--- src/rtl/wide_add_pkg.sv ---
// Shared types and constants for the sequential wide adder.
package wide_add_pkg;

    localparam int unsigned SLICE_W = 16;

    typedef enum logic [1:0] {
        IDLE = 2'd0,
        RUN  = 2'd1,
        DONE = 2'd2
    } state_e;

    // Slice counter width; at least one bit so the counter always exists.
    function automatic int unsigned cnt_width(input int unsigned n);
        return (n > 1) ? $clog2(n) : 1;
    endfunction

endpackage

--- src/rtl/carry_select_adder16.sv ---
// 16-bit carry-select adder: low byte ripples, high byte precomputed for both carries.
module carry_select_adder16 (
    input  logic [15:0] a,
    input  logic [15:0] b,
    input  logic        cin,
    output logic        cout,
    output logic [15:0] sum
);

    logic [8:0] lo;
    logic [8:0] hi0;
    logic [8:0] hi1;

    // Both high-byte candidates, selected by the low-byte carry.
    always_comb begin
        lo   = {1'b0, a[7:0]} + {1'b0, b[7:0]} + {8'b0, cin};
        hi0  = {1'b0, a[15:8]} + {1'b0, b[15:8]};
        hi1  = hi0 + 9'd1;
        sum  = {(lo[8] ? hi1[7:0] : hi0[7:0]), lo[7:0]};
        cout = lo[8] ? hi1[8] : hi0[8];
    end

endmodule

--- src/rtl/wide_add_seq16.sv ---
// Multi-cycle wide adder: one 16-bit slice per cycle through carry_select_adder16.
// Optional subtract support is enabled by defining WIDE_ADD_SUB_EN.
module wide_add_seq16
    import wide_add_pkg::*;
#(
    parameter int unsigned NWORDS = 4
) (
    input  logic                      clk,
    input  logic                      rst,
    input  logic                      in_valid,
    output logic                      in_ready,
    input  logic [16*NWORDS-1:0]      in_a,
    input  logic [16*NWORDS-1:0]      in_b,
    input  logic                      in_cin,
`ifdef WIDE_ADD_SUB_EN
    input  logic                      in_sub,
`endif
    output logic                      out_valid,
    input  logic                      out_ready,
    output logic [16*NWORDS-1:0]      out_sum,
    output logic                      out_cout,
    output logic                      out_ovf
);

    localparam int unsigned W     = SLICE_W * NWORDS;
    localparam int unsigned CNT_W = cnt_width(NWORDS);

    state_e state_q, state_d;

    logic [W-1:0]     a_q, a_d;
    logic [W-1:0]     b_q, b_d;
    logic [W-1:0]     sum_q, sum_d;
    logic [CNT_W-1:0] cnt_q, cnt_d;
    logic             cin_q, cin_d;
    logic             valid_q, valid_d;
    logic             cout_q, cout_d;
    logic             ovf_q, ovf_d;

    logic               accept_c;
    logic               last_c;
    logic [SLICE_W-1:0] add_sum_c;
    logic               add_cout_c;
    logic               b_in_inv_c;

    carry_select_adder16 u_add (
        .a    (a_q[SLICE_W-1:0]),
        .b    (b_q[SLICE_W-1:0]),
        .cin  (cin_q),
        .cout (add_cout_c),
        .sum  (add_sum_c)
    );

    assign last_c = (cnt_q == CNT_W'(NWORDS - 1));

`ifdef WIDE_ADD_SUB_EN
    assign b_in_inv_c = in_sub;
`else
    assign b_in_inv_c = 1'b0;
`endif

    // State register.
    always_ff @(posedge clk) begin
        if (rst) state_q <= IDLE;
        else     state_q <= state_d;
    end

    // Next-state logic.
    always_comb begin
        state_d = state_q;
        case (state_q)
            IDLE:    if (accept_c)  state_d = RUN;
            RUN:     if (last_c)    state_d = DONE;
            DONE:    if (out_ready) state_d = IDLE;
            default: state_d = IDLE;
        endcase
    end

    // Handshake outputs decoded from state; held low while in reset.
    always_comb begin
        in_ready = (state_q == IDLE) && !rst;
        accept_c = in_ready && in_valid;
    end

    // Datapath next values: load on accept, shift one slice per RUN cycle.
    always_comb begin
        a_d     = a_q;
        b_d     = b_q;
        sum_d   = sum_q;
        cnt_d   = cnt_q;
        cin_d   = cin_q;
        valid_d = valid_q;
        cout_d  = cout_q;
        ovf_d   = ovf_q;
        if (accept_c) begin
            a_d   = in_a;
            b_d   = b_in_inv_c ? ~in_b : in_b;
            cin_d = b_in_inv_c ? 1'b1 : in_cin;
            cnt_d = '0;
        end else if (state_q == RUN) begin
            a_d   = {{SLICE_W{1'b0}}, a_q[W-1:SLICE_W]};
            b_d   = {{SLICE_W{1'b0}}, b_q[W-1:SLICE_W]};
            sum_d = {add_sum_c, sum_q[W-1:SLICE_W]};
            cin_d = add_cout_c;
            cnt_d = cnt_q + CNT_W'(1);
            if (last_c) begin
                valid_d = 1'b1;
                cout_d  = add_cout_c;
                // Top-slice sign bits: operands agree but the sum differs.
                ovf_d   = (a_q[SLICE_W-1] == b_q[SLICE_W-1]) &&
                          (add_sum_c[SLICE_W-1] != a_q[SLICE_W-1]);
            end
        end else if ((state_q == DONE) && out_ready) begin
            valid_d = 1'b0;
        end
    end

    // Datapath registers with synchronous clear.
    always_ff @(posedge clk) begin
        if (rst) begin
            a_q     <= '0;
            b_q     <= '0;
            sum_q   <= '0;
            cnt_q   <= '0;
            cin_q   <= 1'b0;
            valid_q <= 1'b0;
            cout_q  <= 1'b0;
            ovf_q   <= 1'b0;
        end else begin
            a_q     <= a_d;
            b_q     <= b_d;
            sum_q   <= sum_d;
            cnt_q   <= cnt_d;
            cin_q   <= cin_d;
            valid_q <= valid_d;
            cout_q  <= cout_d;
            ovf_q   <= ovf_d;
        end
    end

    assign out_valid = valid_q;
    assign out_sum   = sum_q;
    assign out_cout  = cout_q;
    assign out_ovf   = ovf_q;

endmodule

--- config.mk ---
export PLATFORM = sky130hd
export DESIGN_NAME = wide_add_seq16
export DESIGN_NICKNAME = d
export VERILOG_FILES = /design/src/rtl/wide_add_pkg.sv /design/src/rtl/carry_select_adder16.sv /design/src/rtl/wide_add_seq16.sv
export SDC_FILE = /design/constraint.sdc
export NUM_CORES = 1
export LEC_CHECK = 0
export ABC_CLOCK_PERIOD_IN_PS = 3200
export BUFFER_PORTS_ARGS = -buffer_cell sky130_fd_sc_hd__clkbuf_2
export CAP_MARGIN = 20
export CORE_AREA = 2 2 129 131
export CTS_CLUSTER_SIZE = 30
export DETAILED_ROUTE_END_ITERATION = 7
export DIE_AREA = 0 0 131 133
export GPL_TIMING_DRIVEN = 0
export PLACE_DENSITY = 0.8
export REMOVE_ABC_BUFFERS = 1
export SLEW_MARGIN = 20
export SYNTH_ARGS = -nofsm -noshare
export SYNTH_HDL_FRONTEND = slang
export SYNTH_HIERARCHICAL = 1
export SYNTH_SLANG_ARGS = --single-unit
--- constraint.sdc ---
create_clock -name clk -period 3.2 [get_ports clk]
set_input_delay 0.16 -clock clk [delete_from_list [all_inputs] [get_ports clk]]
set_output_delay 0.16 -clock clk [all_outputs]
set_load 0.005 [all_outputs]
==> flow_summary.ini <==
[drt]
vias = 8093
routed_wl_um = 21500
remaining_drc_errors = 0
viasPerCell = 5.41
firstDrtPassIters = 5
wl_per_cell_um = 14.4
antenna_left = 0
drt_iter0_markers = 461

[synthesis]
synth_area_mm2 = 0.00856
synthCells = 1049
yosys.area.top_type = dfxtp_1
yosysMostFrequentCell = nand2_1
netlist_top_cells_count = nand2_1 (215), a21oi_1 (206), dfxtp_1 (200)
synthDistinctLibCells = 42
ys_seq_elements = 200
synth_flop_cell = dfxtp_1
seq_area_frac_synth = 0.468
synth_edf_count = 0
async_reset_ff_frac = 0
ys_warn_count = 6
syn_avg_cell_area_um2 = 8.16
yosys.area.top_type_share = 0.468
ys_top_cells_by_area = dfxtp_1 (47%), a21oi_1 (12%), nand2_1 (9.4%), nand3_1 (4.9%), a211oi_1 (4.3%)

[clocking]
cts-root-buf = clkbuf_16
insertion_delay_ns = 0.42
cts_inserted_buffers = 17
clk_pin_slew_ns = 0.07
cts_tree = yes
cts_setup_buffers = 0
clockBufferDepth = 2
clkSinkCount = 200
htree_levels = 4

[worst_setup_path]
critical_path_class = reg2reg
crit_arrival_ns = 3.11
cp_slowest_stage_delay_ns = 0.45
worstPathRequired_ns = 3.54
critical_path.max_fanout = 6
crit_cells = 12
cp-endpoint = out_ovf
reg2regPathDepth = 12
crit_path_start = a_q[0]
r2r_start = a_q[0]
slowest_stage = fa_1
end_kind = flop
r2r_slack_ns = 0.42
critPathLaunchType = flop
path_buf_inv = 2
cp_top_family = compound AO/OA/AOI/OAI gates
path_cells = inv_1 > fa_1 > inv_1 > fa_1 > a21o_1 > a21oi_2 > o21ai_2 > nand4_1 > nor4_2 > xnor2_1 > a21oi_1 > a211oi_1
worstReg2RegEnd = out_ovf

[sta]
finalCriticalPeriod_ns = 2.78
hold_viol = 0
worst_slack_ns = 0.425
min_period_over_period = 0.867
drv_slew = 0
maxSlewHeadroom = 0.436
fmax_mhz = 360
fin_skew_ns = 0.0108
worst_slew_pin_slew_ns = 0.842
finalSetupViolCount = 0
timing.hold.ws_ns = 0.0143
rsz0062_at_grt = no

[die]
core_area_mm2 = 0.0162
dieArea_mm2 = 0.0174
io_pins = 201
die_width_um = 131
initial_core_util = 0.529
std_cell_rows = 47
die_h_um = 133

[global_route]
gr-max-usage-layer = met2
met2_usage = 0.409
grt_use_met1 = 0.322
met3_usage = 0.0421
grt_pass1_vias = 7540
grt_max_degree = 107
grtUsageTotal = 0.246
antenna_found_initial = 0
gr-total-overflow = 0
grt_pass1_wl_um = 35200

[placement]
finalWeightedCongestion = 0.807
io_buffers = 200
dp_hpwl_um = 13400
place_worst_setup_slack_ns = 0.254
post_dp_cell_area_mm2 = 0.00974

[cells_and_area]
antenna_cells = 0
finalNetCount = 1416
final_layout_size_suffix_gt1_frac = 0.208
finish.instance_area_mm2 = 0.0110
syn_to_final_growth_pct = 28.6
utilization = 0.681

[power_and_ir_drop]
ir_drop_mv = 0.358
power_density_mw_per_mm2 = 504
p_leak_nw = 4.28

[min_path]
hp-class = in2reg
min-delay-start = in_a[3]
whs_path_depth = 3

[run_status]
outcome = complete, no violations

[flow_run]
maxCapViolations = 0
-- placed cells by master (no fill, tap or decap), types with 3 or more instances in the layout --
master / n
a211oi_1: 49
a21o_1: 3
a21oi_1: 206
a22oi_1: 49
buf_12: 3
buf_16: 7
buf_6: 5
buf_8: 3
clkbuf_16: 17
clkbuf_2: 199
clkinvlp_4: 3
dfxtp_1: 200
dlygate4sd3_1: 68
fa_1: 3
ha_1: 17
inv_1: 9
inv_6: 4
nand2_1: 215
nand3_1: 83
nand3b_1: 4
nand4_1: 4
nor2_1: 60
nor3_1: 5
o21ai_1: 3
xnor2_1: 12
xor2_1: 5
-- area by class of cell --
type	count	area [um2]
multi-input cells	748	4060
inverters	9	33.8
well taps	220	275
fillers	1286	5160
clock buffers	18	429
flip-flops and latches	200	4000
repair buffers	287	2050
clock inverters	14	163
-- sequential cells by signal (all words and copies together), names as in the netlist --
register	cells
state_q	2
out_sum	64
out_ovf	1
out_valid	1
cnt_q	2
a_q	64
b_q	64
cin_q	1
out_cout	1
-- stage by stage --
stage	total power, mW	setup TNS (ns)	std cells
floorplan	3.07	-562.26	957
global placement	3.33	-1235.46	1377
detailed placement	3.38	0	1396
CTS	5.59	0	1496
global route	5.78	0	1496
finish	5.56	0	1496
-- kinds of logic (layout without fill, tap and decap cells) --
| group | Yosys count | after routing | share of synthesized area |
|---|---|---|---|
| XOR/XNOR | 18 | 18 | 0.0193 |
| AO/OA/AOI/OAI | 323 | 323 | 0.225 |
| flip-flops | 200 | 200 | 0.468 |
| AND/OR/NAND/NOR | 384 | 384 | 0.193 |
| adder cells (fa/ha/maj) | 20 | 20 | 0.0319 |
| buffers and inverters | 101 | 328 | 0.0602 |
| multiplexers | 3 | 3 | 0.00365 |
-- worst min path at each step --
stage | end
after floorplan | a_q[16]
after global placement | a_q[60]
after detailed placement | a_q[54]
after CTS | b_q[25]
after global routing | a_q[3]
final | a_q[3]
-- metal layers --
| metal | part of all wire | wire, um |
|---|---|---|
| met2 | 0.49 | 10600 |
| met1 | 0.44 | 9550 |
| met4 | 0.016 | 354 |
| met3 | 0.047 | 1010 |
| met5 | 0 | 0 |
-- report_power, final --
part / internal (mW) / switching (mW) / total [mW]
Sequential: 2.60 / 0.0666 / 2.66
Clock: 1.17 / 0.983 / 2.16
Combinational: 0.335 / 0.402 / 0.736
-- tightest hold or removal path: stages --
cell      delay, ns
clkbuf_2       0.08
nor2_1         0.10
a211oi_1       0.05
-- what timing repair did --
action,CTS,global route
hold buffers,68,0
setup endpoints to repair,0,0
hold endpoints to repair,68,0
gates resized for setup,0,0
Note: power is estimated with default switching activity, not from simulation.
